<file path="config.mk">
export PLATFORM = sky130hd
export DESIGN_NAME = ger16_arbiter_flat
export DESIGN_NICKNAME = d
export VERILOG_FILES = /design/src/rtl/ger16_arbiter_if.sv /design/src/rtl/ger16_arbiter.sv /design/src/flat_wrapper.sv
export SDC_FILE = /design/constraint.sdc
export NUM_CORES = 1
export LEC_CHECK = 0
export ABC_AREA = 0
export CORE_MARGIN = 4
export CORE_UTILIZATION = 46
export CTS_BUF_LIST = sky130_fd_sc_hd__clkbuf_8
export CTS_CLUSTER_SIZE = 8
export DETAILED_ROUTE_END_ITERATION = 12
export DONT_BUFFER_PORTS = 1
export SYNTH_ARGS = -nofsm -noshare
export SYNTH_HDL_FRONTEND = slang
export SYNTH_SLANG_ARGS = --single-unit
</file>
<file path="constraint.sdc">
create_clock -name clk -period 6.62 [get_ports clk]
set_input_delay 1.324 -clock clk [delete_from_list [all_inputs] [get_ports clk]]
set_output_delay 1.324 -clock clk [all_outputs]
set_load 0.01 [all_outputs]
</file>
<file path="src/rtl/ger16_arbiter_if.sv">
// Request/response bundle between the conversion front ends, the shared regime
// generator arbiter and the posit packing stage.
interface ger16_arbiter_if #(
  parameter int N_REQ = 4,
  parameter int ID_W  = 2
);
  logic [N_REQ-1:0]    req_valid;
  logic [16*N_REQ-1:0] req_exp;
  logic [N_REQ-1:0]    req_ready;
  logic                resp_valid;
  logic [ID_W-1:0]     resp_id;
  logic [15:0]         resp_regbits;
  logic                resp_ready;

  modport master (
    output req_valid, req_exp, resp_ready,
    input  req_ready, resp_valid, resp_id, resp_regbits
  );

  modport slave (
    input  req_valid, req_exp, resp_ready,
    output req_ready, resp_valid, resp_id, resp_regbits
  );
endinterface

</file>
<file path="src/rtl/ger16_arbiter.sv">
// Round-robin arbiter feeding a two-stage 16-bit posit regime generator.
// Optional grant counter enabled by defining GER16_ARB_CNT_EN.
module ger16_arbiter #(
  parameter int N_REQ = 4,
  parameter int ID_W  = 2
) (
  input  logic           clk,
  input  logic           rst,
  ger16_arbiter_if.slave bus
`ifdef GER16_ARB_CNT_EN
  ,
  output logic [15:0]    grant_count
`endif
);

  // Regime bitstring of a signed exponent; the magnitude wraps so -32768 saturates.
  function automatic logic [15:0] regime_bits(input logic [15:0] e);
    logic [15:0] a;
    logic [15:0] p;
    logic [15:0] s;
    logic [15:0] h;
    a = e[15] ? (16'h0000 - e) : e;
    p = (a >= 16'd127) ? 16'h0000 : 16'h8000;
    s = $signed(p) >>> a[3:0];
    h = $signed(s) >>> 1;
    return (e[15] ? (h & ~s) : h) & 16'h7FFF;
  endfunction

  logic [ID_W-1:0]  ptr_r;
  logic             v1_r;
  logic             v2_r;
  logic [15:0]      exp1_r;
  logic [ID_W-1:0]  id1_r;
  logic [ID_W-1:0]  id2_r;
  logic [15:0]      regbits_r;

  logic             s1_adv_s;
  logic             s2_adv_s;
  logic             grant_found_s;
  logic [ID_W-1:0]  grant_idx_s;
  logic             grant_s;
  logic [N_REQ-1:0] ready_s;

  // Rotating search starting just after the last granted requester.
  always_comb begin
    int  idx;
    logic hit;
    idx           = 0;
    hit           = 1'b0;
    s2_adv_s      = !v2_r || bus.resp_ready;
    s1_adv_s      = !v1_r || s2_adv_s;
    grant_found_s = 1'b0;
    grant_idx_s   = '0;
    for (int k = 1; k <= N_REQ; k++) begin
      idx = int'(ptr_r) + k;
      idx = (idx >= N_REQ) ? (idx - N_REQ) : idx;
      hit = bus.req_valid[idx] && !grant_found_s;
      grant_idx_s   = hit ? ID_W'(idx) : grant_idx_s;
      grant_found_s = grant_found_s || hit;
    end
    grant_s = grant_found_s && s1_adv_s && !rst;
    ready_s = grant_s ? ({{(N_REQ-1){1'b0}}, 1'b1} << grant_idx_s) : {N_REQ{1'b0}};
  end

  assign bus.req_ready    = ready_s;
  assign bus.resp_valid   = v2_r;
  assign bus.resp_id      = id2_r;
  assign bus.resp_regbits = regbits_r;

  // Arbitration pointer and the two pipeline stages.
  always_ff @(posedge clk) begin
    if (rst) begin
      ptr_r     <= ID_W'(N_REQ - 1);
      v1_r      <= 1'b0;
      v2_r      <= 1'b0;
      exp1_r    <= 16'h0000;
      id1_r     <= '0;
      id2_r     <= '0;
      regbits_r <= 16'h0000;
    end else begin
      if (grant_s) begin
        ptr_r <= grant_idx_s;
      end
      if (s1_adv_s) begin
        v1_r <= grant_s;
        if (grant_s) begin
          exp1_r <= bus.req_exp[16*grant_idx_s +: 16];
          id1_r  <= grant_idx_s;
        end
      end
      // S2 loads whenever it can move; an empty S1 leaves a bubble behind.
      if (s2_adv_s) begin
        v2_r <= v1_r;
        if (v1_r) begin
          regbits_r <= regime_bits(exp1_r);
          id2_r     <= id1_r;
        end
      end
    end
  end

`ifdef GER16_ARB_CNT_EN
  logic [15:0] grant_count_r;

  // Free-running count of accepted requests, wrapping at 16 bits.
  always_ff @(posedge clk) begin
    if (rst) begin
      grant_count_r <= 16'h0000;
    end else if (grant_s) begin
      grant_count_r <= grant_count_r + 16'h0001;
    end else begin
      grant_count_r <= grant_count_r;
    end
  end

  assign grant_count = grant_count_r;
`endif

endmodule
</file>
<file path="src/flat_wrapper.sv">
// flat-port wrapper written by rule: the top's interface ports become plain ports
module ger16_arbiter_flat 
#(
  parameter int N_REQ = 4,
  parameter int ID_W  = 2
)
  (clk, rst, bus_req_valid, bus_req_exp, bus_resp_ready, bus_req_ready, bus_resp_valid, bus_resp_id, bus_resp_regbits);
  ger16_arbiter_if #(.N_REQ(N_REQ), .ID_W(ID_W)) bus_i ();
  input  logic clk;
  input  logic rst;
  input wire logic [$bits(bus_i.req_valid)-1:0] bus_req_valid;
  input wire logic [$bits(bus_i.req_exp)-1:0] bus_req_exp;
  input wire logic [$bits(bus_i.resp_ready)-1:0] bus_resp_ready;
  output wire logic [$bits(bus_i.req_ready)-1:0] bus_req_ready;
  output wire logic [$bits(bus_i.resp_valid)-1:0] bus_resp_valid;
  output wire logic [$bits(bus_i.resp_id)-1:0] bus_resp_id;
  output wire logic [$bits(bus_i.resp_regbits)-1:0] bus_resp_regbits;
  assign bus_i.req_valid = bus_req_valid;
  assign bus_i.req_exp = bus_req_exp;
  assign bus_i.resp_ready = bus_resp_ready;
  assign bus_req_ready = bus_i.req_ready;
  assign bus_resp_valid = bus_i.resp_valid;
  assign bus_resp_id = bus_i.resp_id;
  assign bus_resp_regbits = bus_i.resp_regbits;
  ger16_arbiter #(.N_REQ(N_REQ), .ID_W(ID_W)) u_core (.clk(clk), .rst(rst), .bus(bus_i));
endmodule
</file>
Word-level counts from Yosys, hierarchy flattened
Index checks and enable logic that the tools add are counted.
{ "classes": {"add_sub_neg": 9, "n_lt_le_gt_ge": 9, "shift": 3, "muxes": 24, "bitwise_logic": 2, "reduce_logical": 18} }
{ "ops": {"columns": ["operator", "n"], "rows": [
  ["$ge A32 B4 Y1 const B", 4],
  ["$lt A32 B4 Y1 const B", 4],
  ["$mux W32", 4],
  ["$sub A32 B4 Y32 const B", 4],
  ["$shiftx A64 B7 Y16", 1],
  ["$mux W16", 2],
  ["$ge A16 B7 Y1 const B", 1],
  ["$sshr A16 B4 Y16", 1],
  ["$sub A1 B16 Y16 const A", 1],
  ["$and A15 B15 Y15", 1],
  ["$mux W15", 1],
  ["$not A15 Y15", 1],
  ["$bmux W1 S2", 4],
  ["$mux W1", 8],
  ["$mux W2", 4],
  ["$add A2 B2 Y3 const B", 2],
  ["$logic_not A1 Y1", 6],
  ["$logic_and A1 B1 Y1", 5],
  ["$logic_or A1 B1 Y1", 5],
  ["$add A2 B3 Y4 const B", 1],
  ["$mux W4", 1],
  ["$reduce_and A2 Y1", 2],
  ["$shl A1 B2 Y4 const A", 1],
  ["$add A2 B1 Y3 const B", 1]
]} }
{ "word_totals": {"register_bits": 39, "input_bits": 71, "output_inout_bits": 23, "word_cells": 72} }

Longest topological paths before layout
Gate-level depths: netlist of the first run.
{ "depth": {"depth_word": 18, "ltp_mapped": 10, "ltp_nobuf": 8} }

Worst setup path before layout of the first run
No wires, ideal clock.
{ "synth_path": {"path_type": "input -> output", "from": "input bus_req_valid[0]", "to": "output bus_req_ready[3]", "t_arrival_ns": 2.702, "t_required_ns": 5.296, "setup_slack_ns": 2.594, "stages": 5, "path_buffers": 1, "path_cell_list": "a21o_1 -> a31oi_1 -> clkbuf_1 -> nand2_1 -> nor2b_1"} }
{ "synth_between": {"elab_chain_cells": 15, "elab_cells_between_ends": 29, "classes_between": "1 x shift; 17 x mux; 11 x reduce/logical"} }
{ "synth_rtl": {"columns": ["item", "line_no", "rtl"], "rows": [
  ["start, declared", "flat_wrapper.sv:11", "input wire logic [$bits(bus_i.req_valid)-1:0] bus_req_valid;"],
  ["$bmux W1 S2", "ger16_arbiter.sv:57", "hit = bus.req_valid[idx] && !grant_found_s;"],
  ["$mux W1 (not written as such) (2 in series)", "ger16_arbiter.sv:57", null],
  ["$logic_not A1 Y1", "ger16_arbiter.sv:57", null],
  ["$logic_and A1 B1 Y1", "ger16_arbiter.sv:57", null],
  ["$logic_or A1 B1 Y1", "ger16_arbiter.sv:59", "grant_found_s = grant_found_s || hit;"],
  ["$logic_not A1 Y1", "ger16_arbiter.sv:57", null],
  ["$logic_and A1 B1 Y1", "ger16_arbiter.sv:57", null],
  ["$logic_or A1 B1 Y1", "ger16_arbiter.sv:59", null],
  ["$logic_not A1 Y1", "ger16_arbiter.sv:57", null],
  ["$logic_and A1 B1 Y1", "ger16_arbiter.sv:57", null],
  ["$logic_or A1 B1 Y1", "ger16_arbiter.sv:59", null],
  ["$logic_and A1 B1 Y1 (2 in series)", "ger16_arbiter.sv:61", "grant_s = grant_found_s && s1_adv_s && !rst;"],
  ["$mux W4 *", "ger16_arbiter.sv:62", "ready_s = grant_s ? ({{(N_REQ-1){1'b0}}, 1'b1} << grant_idx_s) : {N_REQ{1'b0}};"],
  ["end, declared", "flat_wrapper.sv:14", "output wire logic [$bits(bus_i.req_ready)-1:0] bus_req_ready;"]
]} }
Every way passes the cells marked *; elsewhere a longest branch is shown, timed or not. The select of a mux whose other input is x is not followed.

Final worst setup path of the first run
Same ends and word-level chain as after synthesis.

==> impl_metrics.tcl, run 1 <==
set metrics [dict create \
    p_switching_mw 0.2798 \
    fin_crit_sh 0.6306 \
    grt_max_degree 40 \
    die_w_um 84.03 \
    synthArstFlopShare 0 \
    comb_power_share 0.334 \
    cp-endpoint "bus_req_ready[3]" \
    worstPathArrival_ps 2850 \
    gr-usage-all-layers 0.1729 \
    worstSetupPathType "input port to output port" \
    seq_area_frac_synth 0.2936 \
    status "complete, no violations" \
    cp-end-kind "output port" \
    netlist_area_um2 2659 \
    die-area_um2 7060 \
    gp_congestion 0.8629 \
    rsz0062_at_grt "false" \
    syn_inst 342 \
    vdd_drop_max_v 0.0001179 \
    rows 27 \
    antenna_found_initial 0 \
    remaining_drc_errors 0 \
    rr_endpoint "u_core.bus.resp_regbits[4]$_SDFFE_PP0P_" \
    place_hpwl_mm 4.747 \
    yosysTopAreaCellShare 0.2936 \
    reg2regPathDepth 8 \
    die_y_um 84.03 \
    drt_wl_total_mm 6.223 \
    tns_ps 0 \
    startpoint_type "input port" \
    r2r_slack_ps 3600 \
    h-tree-depth 2 \
    hold_viol 0 \
    drive_above_1_share 0.1028 \
    crit_chain "a21o_1 > a31oi_4 > nand2_1 > nor2b_1" \
    numCtsBuffers 5 \
    yosysWarnings 0 \
    grt_pass1_wl_mm 10.16 \
    required_ps 5300 \
    finalWorstSetupSlack_ps 2446 \
    worstSetupStartpoint "bus_req_valid[0]" \
    cpPeakStageDelay_ps 850 \
    p_clk_frac 0.256 \
    postSynthNetCount 414 \
    relSlewSlack 0.2604 \
    worst-slew-pin-transition_ps 1109 \
    pwr_density_cell_nw_per_um2 274.9 \
    p_int_mw 0.4826 \
    final-max-slew-violation-count 0 \
    vias_per_cell 5.832 \
    reg2reg_from "u_core.exp1_r[0]$_SDFFE_PP0P_" \
    setup_viol 0 \
    syn_to_final_growth_pct 4.329 \
    clockBufferDepth 2 \
    first_global_vias 2143 \
    ys.flop_type "dfxtp_1" \
    fin_skew_ps 8.304 \
    ys_types 54 \
    final_antenna_net_count 0 \
    coreArea_um2 5540 \
    crit_buf_inv 0 \
    drtIter0Drc 138 \
    fillers 560 \
    pwr-share-seq 0.410 \
    worstSetupPathDepth 4 \
    cap_violations 0 \
    holdWs_ps 476.4 \
    dp_slack_ps 2413 \
    cts_sinks 39 \
    num_antenna_cells 0 \
    initial_core_util 0.4799 \
    final_common_cell "nand2_1" \
    fin_nets 392 \
    min_period_ps 4174 \
    post_cts_buffers 0 \
    cts_hold_buf 0 \
    leakage_nw 0.9431 \
    critPathSlowestCell "a31oi_4" \
    clock_latency_ps 290 \
    switching_share 0.3670 \
    gr-total-overflow 0 \
    crit_family "compound AO/OA/AOI/OAI gates" \
    vias 2292 \
    clock.fmax_ghz 0.2396 \
    critPathMaxFanout 34 \
    hp-class "flip-flop to flip-flop" \
    synth_area_leaders "dfxtp_1 (29%), mux2i_1 (6.4%), nand2_1 (6.1%)" \
    synth_edf_count 0 \
    post_cts_resized 0 \
    cts_tree "done" \
    final_cell_mix "nand2_1 (43), dfxtp_1 (39), nor2_1 (22)" \
    cts_root_buf "clkbuf_8" \
    drt-pass1-iter-count 4 \
    synth_top_cell_by_area "dfxtp_1" \
    avgSynthCellArea_um2 7.774 \
    io_pins 94 \
    clkTransAtPathRegs_ps 80 \
    io_buffers 0 \
    utilization 0.5007 \
    wl_per_cell_um 15.83 \
    synth-seq-cells 39 \
]
==> sequential cells by signal (all words and copies together), names as in the netlist <==
register	flops
u_core.bus.resp_valid	1
u_core.ptr_r	2
u_core.v1_r	1
u_core.exp1_r	16
u_core.id1_r	2
u_core.bus.resp_id	2
u_core.bus.resp_regbits	15
==> worst min-delay path by stage <==
| stage | start | end | depth (start not counted) |
|---|---|---|---|
| after floorplan | u_core.id1_r[1]$_SDFFE_PP0P_ | u_core.bus.resp_id[1]$_SDFFE_PP0P_ | 2 |
| after global placement | u_core.id1_r[0]$_SDFFE_PP0P_ | u_core.bus.resp_id[0]$_SDFFE_PP0P_ | 2 |
| after detailed placement | u_core.id1_r[1]$_SDFFE_PP0P_ | u_core.id1_r[1]$_SDFFE_PP0P_ | 2 |
| after CTS | u_core.id1_r[0]$_SDFFE_PP0P_ | u_core.bus.resp_id[0]$_SDFFE_PP0P_ | 2 |
| after global routing | u_core.bus.resp_regbits[11]$_SDFFE_PP0P_ | u_core.bus.resp_regbits[11]$_SDFFE_PP0P_ | 2 |
| final | u_core.id1_r[0]$_SDFFE_PP0P_ | u_core.bus.resp_id[0]$_SDFFE_PP0P_ | 2 |
==> metrics by stage <==
stage	instances	cell area, um2	total power [mW]
after floorplan	342	2659	0.5255
after global placement	385	2661	0.5680
after detailed placement	385	2661	0.5720
after CTS	393	2774	0.7692
after global routing	393	2774	0.8199
final	393	2774	0.7624
==> worst reg2reg max path: cells and delay by family, from the launching register on <==
kind / cells / cell delay, ps
AO/OA/AOI/OAI: 1 / 130
XOR/XNOR: 1 / 300
adder cells (fa/ha/maj): 1 / 310
buffers and inverters: 1 / 180
flip-flops: 1 / 520
AND/OR/NAND/NOR: 4 / 1430
==> synthesized netlist by cell type, types with 3 or more instances <==
library cell / n
mux2i_1: 17
a31oi_1: 6
o21ai_0: 16
mux2_1: 4
clkbuf_1: 26
mux2_2: 12
nand2_1: 43
nand2b_1: 20
a21oi_1: 14
o211ai_1: 17
o31ai_1: 13
nand3_1: 6
nor2_1: 22
inv_1: 3
nor4_1: 4
dfxtp_1: 39
nor3_1: 9
nor2b_1: 8
xnor2_1: 4
o21ai_1: 14
==> power groups by stage <==
stage	Sequential (mW)	Combinational [mW]	Clock (mW)
after floorplan	0.278	0.248	0
after global placement	0.316	0.252	0
after detailed placement	0.317	0.255	0
after CTS	0.312	0.256	0.201
after global routing	0.319	0.289	0.212
final	0.313	0.254	0.195
==> layout make-up <==
| cell class | count | area, um2 | share of cell area |
|---|---|---|---|
| tap | 72 | 90.09 | 0.03248 |
| clock inverter | 3 | 43.79 | 0.01579 |
| sequential | 39 | 780.7 | 0.2815 |
| timing repair buffer | 2 | 15.01 | 0.005413 |
| multi-input combinational | 268 | 1760 | 0.6346 |
| inverter | 4 | 15.01 | 0.005413 |
| clock buffer | 5 | 68.82 | 0.02481 |
==> cells by family (layout without fill, tap and decap cells) <==
| logic type | count (synthesis) | count (layout) | share of synthesized area |
|---|---|---|---|
| compound gates | 102 | 102 | 0.2570 |
| xor+xnor | 6 | 6 | 0.01976 |
| flops | 39 | 39 | 0.2936 |
| mux | 33 | 33 | 0.1318 |
| other cells | 1 | 1 | 0.001410 |
| buf+inv | 35 | 14 | 0.05694 |
| fa+ha+maj | 1 | 1 | 0.004705 |
| simple gates | 125 | 125 | 0.2348 |
==> routing by layer <==
layer,GRT usage,vias to the layer above,share of wire
li1,-,1195,-
met1,0.2332,1007,0.47
met2,0.2690,82,0.45
met3,0.04738,8,0.068
met4,0.04971,0,0.012
met5,0,-,0
Power figures use the tool's default switching activity.
==> inputs of run 2 (changes only) <==
==> constraint.sdc (replaced) <==
create_clock -name clk -period 3.7 [get_ports clk]
set_input_delay 0.74 -clock clk [delete_from_list [all_inputs] [get_ports clk]]
set_output_delay 0.74 -clock clk [all_outputs]
set_load 0.01 [all_outputs]
==> run 2 against run 1 <==
Final area grew 0.81%. First-iteration DRC count shrank 23%. Non-clock buffer count grew 3. Largest power group unchanged.
==> impl_metrics.tcl, run 2 (same netlist as run 1, synthesis figures left out) <==
set metrics [dict create \
    status "complete, no violations" \
    min_period_ps 2877 \
    utilization 0.5047 \
    fin_cells 396 \
    post_cts_buffers 0 \
    critPathMaxFanout 15 \
    tns_ps 0 \
    initial_core_util 0.4799 \
    final_cell_mix "nand2_1 (43), dfxtp_1 (39), nor2_1 (22)" \
    cts_tree "done" \
    worstSetupStartpoint "u_core.exp1_r[0]$_SDFFE_PP0P_" \
    hold_viol 0 \
    crit_buf_inv 1 \
    cts_sinks 39 \
    clock_latency_ps 300 \
    fin_skew_ps 9.889 \
    place_hpwl_mm 4.746 \
    post_cts_resized 0 \
    rr_endpoint "u_core.bus.resp_regbits[3]$_SDFFE_PP0P_" \
    final-max-slew-violation-count 0 \
    pwr_density_cell_nw_per_um2 492.2 \
    io_buffers 0 \
    cts_root_buf "clkbuf_8" \
    worstSetupPathType "flip-flop to flip-flop" \
    grt_max_degree 38 \
    hp-class "flip-flop to flip-flop" \
    largest-register "u_core.exp1_r" \
    leakage_nw 0.9577 \
    fillers 559 \
    final_common_cell "nand2_1" \
    cp-endpoint "u_core.bus.resp_regbits[3]$_SDFFE_PP0P_" \
    dp.cells 388 \
    drt-pass1-iter-count 4 \
    required_ps 3870 \
    vias 2286 \
    cap_violations 0 \
    r2r_slack_ps 820 \
    largest_reg_flops 16 \
    clkTransAtPathRegs_ps 80 \
    reg2reg_from "u_core.exp1_r[0]$_SDFFE_PP0P_" \
    rsz0062_at_grt "false" \
    reg2regPathDepth 8 \
    dpl-instance-area_um2 2684 \
    h-tree-depth 2 \
    critPathSlowestCell "or4b_1" \
    drive_above_1_share 0.1111 \
    clock.fmax_ghz 0.3476 \
    wl_per_cell_um 15.52 \
    fin_crit_sh 0.7775 \
    fin_nets 395 \
    crit_family "simple AND/OR/NAND/NOR gates" \
    numCtsBuffers 5 \
    setup_viol 0 \
    io_pins 94 \
    drtIter0Drc 106 \
    grt_pass1_wl_mm 10.39 \
    worstPathArrival_ps 3050 \
    worstSetupPathDepth 8 \
    worst-slew-pin-transition_ps 1026 \
    cpPeakStageDelay_ps 530 \
    first_global_vias 2144 \
    antenna_found_initial 0 \
    startpoint_type "flip-flop" \
    cp-end-kind "flip-flop" \
    finalPower_mw 1.376 \
    drt_wl_total_mm 6.144 \
    gr-total-overflow 0 \
    gr-usage-all-layers 0.1782 \
    num_antenna_cells 0 \
    final_antenna_net_count 0 \
    rows 27 \
    gp_congestion 0.8583 \
    final_cell_area_um2 2796 \
    die_y_um 84.03 \
    multi_input_comb_area_um2 1760 \
    relSlewSlack 0.3158 \
    die_w_um 84.03 \
    vdd_drop_max_v 0.0002297 \
    syn_to_final_growth_pct 5.176 \
    seq_area_um2 780.7 \
    cts_hold_buf 0 \
    coreArea_um2 5540 \
    remaining_drc_errors 0 \
    crit_chain "inv_1 > ha_1 > nand2b_1 > xor2_1 > or2_2 > or4b_1 > nand3_2 > o31ai_1" \
    die-area_um2 7060 \
    vias_per_cell 5.773 \
    clockBufferDepth 2 \
]
## run 2: changes by cell type in the layout (fill, tap and decap cells not counted)
| cell | change |
|---|---|
| buf_4 | +3 |
## run 2: report_power, final
| part | leakage, nW | internal, mW | switching [mW] |
|---|---|---|---|
| logic | 0.578 | 0.207 | 0.267 |
| registers | 0.321 | 0.463 | 0.0855 |
| clock network | 0.0581 | 0.201 | 0.153 |
## run 2: metal layers
layer | share of wire | up-vias | global-route usage | wire length [um]
met3 | 0.076 | 5 | 0.04936 | 468
met2 | 0.45 | 94 | 0.2812 | 2767
li1 | - | 1202 | - | -
met5 | 0 | - | 0 | 0
met4 | 0.014 | 0 | 0.05994 | 86
met1 | 0.46 | 985 | 0.2329 | 2822
## run 2: per-stage QoR
step           hold WS, ps  setup slack [ps]
5_1_grt              488.3             599.4
2_1_floorplan        444.0             842.4
4_1_cts              473.4             823.2
3_3_place_gp         455.0             918.3
6_report             469.9             823.1
3_5_place_dp         459.1             837.7
## run 2: worst reg2reg max path: stages (launching register included)
cell      delay (ps)
dfxtp_1          490
inv_1            160
ha_1             300
nand2b_1         210
xor2_1           270
or2_2            410
or4b_1           530
nand3_2          250
o31ai_1          120
## run 2: area by class of cell
cell class	instances	share of cell area
well taps	72	0.03221
flip-flops and latches	39	0.2792
clock buffers	5	0.02461
inverters	4	0.005369
clock inverters	3	0.01566
multi-input cells	268	0.6295
repair buffers	5	0.01342
## run 2: worst min-delay path by stage
stage	from	endpoint	slack (ps)	cells after the start
3_5_place_dp	u_core.id1_r[1]$_SDFFE_PP0P_	u_core.bus.resp_id[1]$_SDFFE_PP0P_	460	2
2_1_floorplan	u_core.id1_r[1]$_SDFFE_PP0P_	u_core.bus.resp_id[1]$_SDFFE_PP0P_	440	2
3_3_place_gp	u_core.id1_r[1]$_SDFFE_PP0P_	u_core.bus.resp_id[1]$_SDFFE_PP0P_	460	2
4_1_cts	u_core.id1_r[1]$_SDFFE_PP0P_	u_core.id1_r[1]$_SDFFE_PP0P_	470	2
6_report	u_core.id1_r[1]$_SDFFE_PP0P_	u_core.id1_r[1]$_SDFFE_PP0P_	470	2
5_1_grt	rst	u_core.v1_r$_SDFFE_PP0P_	490	1
==> inputs of run 3 (changes only) <==
==> constraint.sdc (replaced) <==
create_clock -name clk -period 2.9 [get_ports clk]
set_input_delay 0.58 -clock clk [delete_from_list [all_inputs] [get_ports clk]]
set_output_delay 0.58 -clock clk [all_outputs]
set_load 0.01 [all_outputs]
==> run 3 against run 2 <==
Hold slack got worse by 120 ps. Routed wire length increased by 2.2%. Power increased by 22%. Sequential share of layout area decreased by 0.28 points. Register-to-register slack got worse by 490 ps. Utilization increased by 0.52 points. Combinational power increased by 42%. Critical path depth unchanged. Largest power group is now combinational cells. Highest routed layer unchanged.
==> impl_metrics.tcl, run 3 (same netlist as run 1, synthesis figures left out) <==
set metrics [dict create \
    holdWs_ps 345.5 \
    fin_crit_sh 0.8859 \
    antenna_found_initial 0 \
    dpl-instance-area_um2 2749 \
    die_w_um 84.03 \
    io_buffers 0 \
    switching_share 0.3798 \
    remaining_drc_errors 0 \
    critPathMaxFanout 15 \
    status "complete, no violations" \
    place_hpwl_mm 4.802 \
    hp-class "input port to flip-flop" \
    drtIter0Drc 114 \
    drive_above_1_share 0.1246 \
    largest-register "u_core.exp1_r" \
    cpPeakStageDelay_ps 520 \
    cp-end-kind "flip-flop" \
    setup_viol 0 \
    post_cts_resized 0 \
    cts_root_buf "clkbuf_8" \
    drt-pass1-iter-count 4 \
    tns_ps 0 \
    worstSetupPathType "flip-flop to flip-flop" \
    clockBufferDepth 2 \
    syn_to_final_growth_pct 6.259 \
    multi_input_comb_area_um2 1760 \
    vias_per_cell 5.743 \
    fillers 556 \
    p_int_mw 1.041 \
    startpoint_type "flip-flop" \
    worstPathArrival_ps 2770 \
    final_antenna_net_count 0 \
    initial_core_util 0.4799 \
    fin_skew_ps 6.743 \
    comb_power_share 0.400 \
    gr-usage-all-layers 0.1856 \
    hold_viol 0 \
    cts_tree "done" \
    clock.fmax_ghz 0.3892 \
    seq_area_um2 780.7 \
    first_global_vias 2260 \
    fin_nets 402 \
    numCtsBuffers 5 \
    final-max-slew-violation-count 0 \
    num_antenna_cells 0 \
    critPathSlowestCell "or4b_1" \
    crit_chain "inv_1 > ha_1 > or4b_1 > o311ai_2 > o2111ai_1 > nor4_2 > nand3_2 > o31ai_1" \
    required_ps 3100 \
    clock_latency_ps 290 \
    die-area_um2 7060 \
    cts_hold_buf 0 \
    post_cts_buffers 0 \
    gp_congestion 0.8545 \
    vdd_drop_max_v 0.0002123 \
    h-tree-depth 2 \
    final_cell_mix "nand2_1 (43), dfxtp_1 (39), nor2_1 (22)" \
    worst-slew-pin-transition_ps 766.1 \
    coreArea_um2 5540 \
    p_switching_mw 0.6377 \
    rows 27 \
    utilization 0.5099 \
    p_clk_frac 0.203 \
    cap_violations 0 \
    vias 2303 \
    gr-total-overflow 0 \
    cts_sinks 39 \
    io_pins 94 \
    min_period_ps 2569 \
    wl_per_cell_um 15.66 \
    largest_reg_flops 16 \
    clkTransAtPathRegs_ps 70 \
    rsz0062_at_grt "false" \
    die_y_um 84.03 \
    grt_pass1_wl_mm 10.96 \
    leakage_nw 0.9751 \
    final_common_cell "nand2_1" \
    final_cell_area_um2 2825 \
    drt_wl_total_mm 6.281 \
    relSlewSlack 0.4876 \
    pwr_density_cell_nw_per_um2 594.3 \
    pwr-share-seq 0.397 \
    grt_max_degree 37 \
]
-- run 3: changes by cell type in the layout (fill, tap and decap cells not counted) --
| cell | previous run | this run |
|---|---|---|
| buf_12 | 0 | 1 |
| buf_4 | 5 | 11 |
| bufinv_16 | 1 | 0 |
| clkinv_2 | 1 | 0 |
| clkinv_4 | 1 | 0 |
| clkinvlp_4 | 0 | 1 |
-- run 3: power by group through the flow --
stage,combinational [mW],clock [mW],sequential (mW)
6_report,0.671,0.342,0.667
5_1_grt,0.764,0.376,0.682
4_1_cts,0.674,0.353,0.666
3_5_place_dp,0.671,0,0.678
3_3_place_gp,0.669,0,0.677
2_1_floorplan,0.565,0,0.634
-- run 3: path summary, 6_finish.rpt --
kind / cells after the start / startpoint / slack [ps] / end
worst max-delay path: 8 / u_core.exp1_r[0]$_SDFFE_PP0P_ / 330 / u_core.bus.resp_regbits[4]$_SDFFE_PP0P_
worst max register to register: 8 / u_core.exp1_r[0]$_SDFFE_PP0P_ / 330 / u_core.bus.resp_regbits[4]$_SDFFE_PP0P_
worst min register to register: 2 / u_core.id1_r[1]$_SDFFE_PP0P_ / 470 / u_core.bus.resp_id[1]$_SDFFE_PP0P_
worst min-delay path: 1 / rst / 350 / u_core.bus.resp_id[1]$_SDFFE_PP0P_
-- run 3: through the flow --
step | power [mW] | setup slack, ps | std cells
3_3_place_gp | 1.346 | 395.7 | 395
2_1_floorplan | 1.200 | 223.2 | 342
4_1_cts | 1.693 | 321.3 | 401
6_report | 1.679 | 330.9 | 401
5_1_grt | 1.823 | 38.99 | 401
3_5_place_dp | 1.349 | 344.3 | 395
-- run 3: final cells by class --
type | instances | area share
clock buffer | 5 | 0.02436
clock inverter | 1 | 0.002657
inverter | 4 | 0.005314
multi-input combinational | 268 | 0.6231
sequential | 39 | 0.2764
tap | 72 | 0.03189
timing repair buffer | 12 | 0.03632
-- run 3: critical path: cells and delay by family, from the launching register on --
family,cells,cell delay [ps]
AO/OA/AOI/OAI,3,720
adder cells (fa/ha/maj),1,190
buffers and inverters,1,140
flip-flops,1,310
AND/OR/NAND/NOR,3,1130
-- run 3: layer usage --
metal / share of wire / vias up / track usage
li1: - / 1219 / -
met1: 0.47 / 994 / 0.2564
met2: 0.45 / 85 / 0.2884
met3: 0.066 / 5 / 0.05035
met4: 0.0097 / 0 / 0.03947
met5: 0 / - / 0
